**src/rtl/div_pkg.sv**
```systemverilog
// Shared types and constant helpers for the divider result collector.
// The DIV_ZERO_FLAG_EN macro adds the zero-divisor flag field to the result record.
package div_pkg;

  localparam int DIV_WIDTH_DEF = 32;

  // Ceiling log2 usable in parameter and port-width expressions.
  function automatic int div_clog2(input int value);
    int r;
    r = 0;
    for (int i = 0; i < 31; i++) begin
      if ((32'sd1 <<< i) < value) begin
        r = i + 1;
      end
    end
    return r;
  endfunction

  typedef struct packed {
    logic [DIV_WIDTH_DEF-1:0] coc;
    logic [DIV_WIDTH_DEF-1:0] res;
`ifdef DIV_ZERO_FLAG_EN
    logic                     dz;
`endif
  } div_result_t;

endpackage

```
**src/rtl/div_sync_fifo.sv**
```systemverilog
// Small synchronous FIFO with registered storage. A push into a full FIFO is
// accepted only when a pop happens in the same cycle; otherwise it is ignored.
module div_sync_fifo
  import div_pkg::*;
#(
  parameter type T     = logic [7:0],
  parameter int  DEPTH = 4
) (
  input  logic                       CLK,
  input  logic                       RSTa,
  input  logic                       push,
  input  logic                       pop,
  input  T                           din,
  output T                           dout,
  output logic [div_clog2(DEPTH):0]  count,
  output logic                       full,
  output logic                       empty
);

  localparam int AW = div_clog2(DEPTH);
  localparam logic [AW:0] DEPTH_C = (AW+1)'(DEPTH);

  T             mem_q [DEPTH];
  logic [AW-1:0] wr_ptr_q, wr_ptr_d;
  logic [AW-1:0] rd_ptr_q, rd_ptr_d;
  logic [AW:0]   count_q, count_d;
  logic          do_push_s;
  logic          do_pop_s;

  always_comb begin
    do_pop_s  = pop && (count_q != '0);
    do_push_s = push && ((count_q != DEPTH_C) || do_pop_s);
    wr_ptr_d  = do_push_s ? (wr_ptr_q + AW'(1)) : wr_ptr_q;
    rd_ptr_d  = do_pop_s  ? (rd_ptr_q + AW'(1)) : rd_ptr_q;
    case ({do_push_s, do_pop_s})
      2'b10:   count_d = count_q + (AW+1)'(1);
      2'b01:   count_d = count_q - (AW+1)'(1);
      default: count_d = count_q;
    endcase
  end

  always_ff @(posedge CLK or negedge RSTa) begin
    if (!RSTa) begin
      wr_ptr_q <= '0;
      rd_ptr_q <= '0;
      count_q  <= '0;
      for (int i = 0; i < DEPTH; i++) begin
        mem_q[i] <= '0;
      end
    end else begin
      wr_ptr_q <= wr_ptr_d;
      rd_ptr_q <= rd_ptr_d;
      count_q  <= count_d;
      if (do_push_s) begin
        mem_q[wr_ptr_q] <= din;
      end
    end
  end

  assign dout  = mem_q[rd_ptr_q];
  assign count = count_q;
  assign full  = (count_q == DEPTH_C);
  assign empty = (count_q == '0);

endmodule

```
**src/rtl/div_result_collector.sv**
```systemverilog
// Collects results of the non-stallable pipelined divider and gates new issues
// so every in-flight result has a guaranteed FIFO slot. Option: DIV_ZERO_FLAG_EN.
module div_result_collector
  import div_pkg::*;
#(
  parameter int WIDTH   = DIV_WIDTH_DEF,
  parameter int DEPTH   = 4,
  parameter int LATENCY = WIDTH + 1
) (
  input  logic             CLK,
  input  logic             RSTa,
  input  logic             div_start,
  input  logic             div_done,
  input  logic [WIDTH-1:0] div_coc,
  input  logic [WIDTH-1:0] div_res,
`ifdef DIV_ZERO_FLAG_EN
  input  logic             den_zero,
  output logic             out_dz,
`endif
  output logic             issue_ok,
  output logic             out_valid,
  input  logic             out_ready,
  output logic [WIDTH-1:0] out_coc,
  output logic [WIDTH-1:0] out_res,
  output logic             err_ovf
);

  localparam int AW = div_clog2(DEPTH);
  localparam int IW = div_clog2(LATENCY + DEPTH + 1);
  localparam int SW = IW + 1;
  localparam logic [IW-1:0] INFL_MAX = '1;

  typedef struct packed {
    logic [WIDTH-1:0] coc;
    logic [WIDTH-1:0] res;
`ifdef DIV_ZERO_FLAG_EN
    logic             dz;
`endif
  } result_t;

  logic [IW-1:0] inflight_q, inflight_d;
  logic          err_ovf_q, err_ovf_d;
  logic          spurious_s;
  logic          pop_s;
  logic          drop_s;
  logic          full_s;
  logic          empty_s;
  logic [AW:0]   count_s;
  result_t       din_s;
  result_t       head_s;

`ifdef DIV_ZERO_FLAG_EN
  logic [LATENCY-1:0] dz_sr_q;

  // Zero-divisor flag travels alongside the operation so it meets div_done.
  always_ff @(posedge CLK or negedge RSTa) begin
    if (!RSTa) begin
      dz_sr_q <= '0;
    end else begin
      dz_sr_q <= {dz_sr_q[LATENCY-2:0], den_zero};
    end
  end
`endif

  always_comb begin
    din_s     = '0;
    din_s.coc = div_coc;
    din_s.res = div_res;
`ifdef DIV_ZERO_FLAG_EN
    din_s.dz  = dz_sr_q[LATENCY-1];
`endif
  end

  div_sync_fifo #(
    .T     (result_t),
    .DEPTH (DEPTH)
  ) u_fifo (
    .CLK   (CLK),
    .RSTa  (RSTa),
    .push  (div_done),
    .pop   (pop_s),
    .din   (din_s),
    .dout  (head_s),
    .count (count_s),
    .full  (full_s),
    .empty (empty_s)
  );

  always_comb begin
    inflight_d = inflight_q;
    spurious_s = 1'b0;
    case ({div_start, div_done})
      2'b10: begin
        if (inflight_q != INFL_MAX) begin
          inflight_d = inflight_q + IW'(1);
        end else begin
          inflight_d = inflight_q;
        end
      end
      2'b01: begin
        // A done with nothing outstanding cannot be matched to an issue.
        if (inflight_q == '0) begin
          inflight_d = '0;
          spurious_s = 1'b1;
        end else begin
          inflight_d = inflight_q - IW'(1);
        end
      end
      default: inflight_d = inflight_q;
    endcase
  end

  always_comb begin
    out_valid = !empty_s;
    pop_s     = out_valid && out_ready;
    drop_s    = div_done && full_s && !pop_s;
    issue_ok  = (SW'(inflight_q) + SW'(count_s)) < SW'(DEPTH);
    err_ovf_d = err_ovf_q | drop_s | spurious_s | (div_start & ~issue_ok);
  end

  always_ff @(posedge CLK or negedge RSTa) begin
    if (!RSTa) begin
      inflight_q <= '0;
      err_ovf_q  <= 1'b0;
    end else begin
      inflight_q <= inflight_d;
      err_ovf_q  <= err_ovf_d;
    end
  end

  assign out_coc = head_s.coc;
  assign out_res = head_s.res;
  assign err_ovf = err_ovf_q;
`ifdef DIV_ZERO_FLAG_EN
  assign out_dz  = head_s.dz;
`endif

endmodule
```
**config.mk**
```make
export PLATFORM = sky130hd
export DESIGN_NAME = div_result_collector
export DESIGN_NICKNAME = d
export VERILOG_FILES = /design/src/rtl/div_pkg.sv /design/src/rtl/div_sync_fifo.sv /design/src/rtl/div_result_collector.sv
export SDC_FILE = /design/constraint.sdc
export NUM_CORES = 1
export LEC_CHECK = 0
export ABC_AREA = 1
export BUFFER_PORTS_ARGS = -buffer_cell sky130_fd_sc_hd__buf_2
export CELL_PAD_IN_SITES_DETAIL_PLACEMENT = 2
export CELL_PAD_IN_SITES_GLOBAL_PLACEMENT = 2
export CORE_MARGIN = 2
export CORE_UTILIZATION = 38
export DETAILED_ROUTE_END_ITERATION = 10
export PLACE_DENSITY = 0.95
export SETUP_SLACK_MARGIN = 0.2
export SYNTH_ARGS = -nofsm -noshare
export SYNTH_HDL_FRONTEND = slang
export SYNTH_HIERARCHICAL = 1
export SYNTH_SLANG_ARGS = --single-unit
```
**constraint.sdc**
```tcl
create_clock -name CLK -period 5.95 [get_ports CLK]
set_input_delay 1.785 -clock CLK [delete_from_list [all_inputs] [get_ports CLK]]
set_output_delay 1.785 -clock CLK [all_outputs]
set_load 0.02 [all_outputs]
```
==> reports/metrics.csv <==
metric;value;unit
cells after synthesis;1650;
final clock skew;0.01713;ns
Remaining DRCs;0;
Worst Reg-to-Reg Cells;15;
Placed Cells;2110;
Final Cycle Share;82.91;%
minimum clock period;4.933;ns
initial antenna violation count;5;
EDFF count, synth;0;
antenna-violating nets left;0;
top-area cell type share of the netlist area;50.02;%
Post-Syn Area;13510;um^2
largest net degree at the start of global routing;107;
VDD IR max;0.0003573;V
Final Hold Fails;0;
fin. max-slew vios;0;
Synth async-reset ratio;100.0;%
drt wl/cell;23.90;um
CTS tree;done;
Psw;4730;uW
GRT Residual Overflow;0;
Detail Placement HPWL;28270;um
RSZ-0062 raised after global routing;false;
Leak Pwr;0.007630;uW
Final setup viols;0;
Slew HR;22.11;%
post-synthesis register bit count;270;
initial DRC count;859;
WL final;51890;um
worst-path fanout max;71;
CP arrival;3.15;ns
clock share of power;20.9;%
Gate power share;45.9;%
FF-to-FF Start;u_fifo/count[2];
final setup TNS;0;ns
chip width;192.5;um
Highest Clock Rate;202.7;MHz
critical path type;reg -> out;
syn nets;1730;
r2r endpoint;u_fifo/count[2];
vias in the first global route;14220;
Hold-fix buffers, CTS;0;
slowest CP cell;dfrtp_4;
vias per inst;5.970;
Setup Fix Bufs, Post-CTS;0;
CTS Buf Count;35;
Worst Hold Class;reg -> reg;
vias;12960;
Max Cap Viol;0;
Power, Total;9984;uW
first-pass GRT wire length;81540;um
global placement routability congestion;0.7955;
Pre-antenna DRT Iters;5;
switch share;47.37;%
H-tree depth;2;
FILL cells;3988;
IO Count;136;
hold path startpoint;u_fifo/mem_q[157];
status;completed;
# resized after CTS;0;
actual slew at the worst max-slew pin;1.168;ns
worst-path cell chain;inv_4 -> buf_4 -> o21ai_0 -> o22ai_1 -> buf_2;
R2R setup slack;2.59;ns
Internal;5254;uW
Hold Path End;u_fifo/mem_q[157];
cell taking the most area after synthesis;dfrtp_1;
Die Ht;192.5;um
layout cells sized above 1;13.63;%
Reg power frac;33.2;%
CTS Root Cell;clkbuf_16;
Startpoint Class;flop;
PD cells;657.4;nW/um^2
P&R area growth vs syn;12.44;%
top post-synthesis cells by area;dfrtp_1, nand2_1, nand4_1;
num rows;69;
Setup crit end kind;output port;
core area;35310;um^2
Crit path required time;4.16;ns
clk buf depth;3;
register area share after synthesis;50.02;%
design area;15190;um^2
Unique masters post-synth;31;
Syn. warnings;6;
CTS clk-pin slew, worst paths;0.06;ns
Main synth FF type;dfrtp_1;
Final nets;1766;
Critical Path Max Stage Delay;0.78;ns
port buffer count;135;
syn avg cell area;8.186;um^2
clk sinks;270;
worst hold path depth;2;
Skew-Pair Late Insertion Delay;0.51;ns
Tot GR Track Use;28.18;%
Placement Cell Area;14060;um^2
final cell count without fillers;2171;
die area;37070;um^2
Initial Util;38.25;%
## area by class of cell
| class | instances | area, um^2 | area share (%) |
|---|---|---|---|
| sequential | 270 | 6761 | 44.52 |
| multi-input combinational | 1201 | 5786 | 38.10 |
| clock buffer | 53 | 1066 | 7.019 |
| timing repair buffer | 152 | 834.6 | 5.495 |
| tap | 461 | 576.8 | 3.798 |
| inverter | 26 | 100.1 | 0.6591 |
| clock inverter | 7 | 60.06 | 0.3955 |
| antenna | 1 | 2.502 | 0.01648 |
## synthesized netlist by cell type (5+ instances only)
cell type / count
o21ai_0: 135
buf_1: 11
nand2_1: 554
buf_2: 77
clkbuf_1: 33
inv_1: 18
nor2_1: 134
o22ai_1: 64
inv_2: 7
buf_4: 9
nand4_1: 258
nand3_4: 5
nand3_1: 19
buf_6: 21
dfrtp_1: 270
ha_1: 10
## logic make-up after synthesis
logic type / after synthesis / synth area share, %
AOI/OAI and AO/OA: 203 / 8.272
DFF: 270 / 50.02
xor gates and xnor gates: 5 / 0.3243
and+or+nand+nor: 982 / 33.03
buffers and inverters: 179 / 7.272
adders and majority gates: 11 / 1.075
## critical path: cells and delay by family (launching register included)
family / cells / cell delay [ns]
buf+inv: 3 / 1.42
flops: 1 / 0.78
compound gates: 2 / 0.39
## power groups by stage
stage	Combinational (uW)	Clock [uW]	Sequential, uW
after global routing	5040	2200	3410
after CTS	4600	2130	3310
after global placement	4250	0	3230
after floorplan	3190	0	3030
after detailed placement	4520	0	3310
final	4580	2090	3310
## placed cells by master (no fill, tap or decap), types with 6 or more instances in the layout
cell and instances:
clkbuf_1 8, buf_4 16, buf_2 133, clkbuf_16 37
nand3_1 19, nand3_4 6, nand4_1 258, nand2_1 554
clkinv_2 6, ha_1 6, inv_2 6, clkbuf_8 9
nor2_1 134, dfrtp_1 268, inv_1 18, o21ai_0 135
o22ai_1 64
## worst max path at each step
stage | endpoint | slack [ns] | start | depth (start not counted)
2_1_floorplan | u_fifo/count[2] | 2.69 | out_ready | 12
6_report | out_res[24] | 1.02 | u_fifo/rd_ptr_q[0] | 5
4_1_cts | out_res[24] | 1.04 | u_fifo/rd_ptr_q[0] | 5
3_3_place_gp | out_res[13] | 1.72 | u_fifo/rd_ptr_q[0] | 5
5_1_grt | out_res[24] | 0.90 | u_fifo/rd_ptr_q[0] | 5
3_5_place_dp | u_fifo/count[2] | 1.48 | out_ready | 14
## registers in the layout, summed over array words and instances, names as in the netlist
name	cells
u_fifo/mem_q	256
inflight_q	6
u_fifo/count	3
u_fifo/rd_ptr_q	2
u_fifo/wr_ptr_q	2
err_ovf	1
## stage by stage
stage                     utilization, %  setup WS, ns  hold slack (ns)
after floorplan                        -         2.692           0.4366
after global placement             39.81         1.720           0.4478
after detailed placement           39.81         1.475           0.4543
after CTS                          43.00         1.041           0.4676
after global routing               43.01        0.9016           0.4892
final                              43.01         1.017           0.4680
## layer usage
metal	track usage (%)	share of wire, %	wire (um)	vias up
met5	1.786	0.040	21	-
met4	8.925	2.5	1280	4
met3	4.055	5.3	2737	105
li1	-	-	-	5720
met2	48.37	50	26080	368
met1	36.56	42	21780	6764
(Power assumes the default switching activity.)
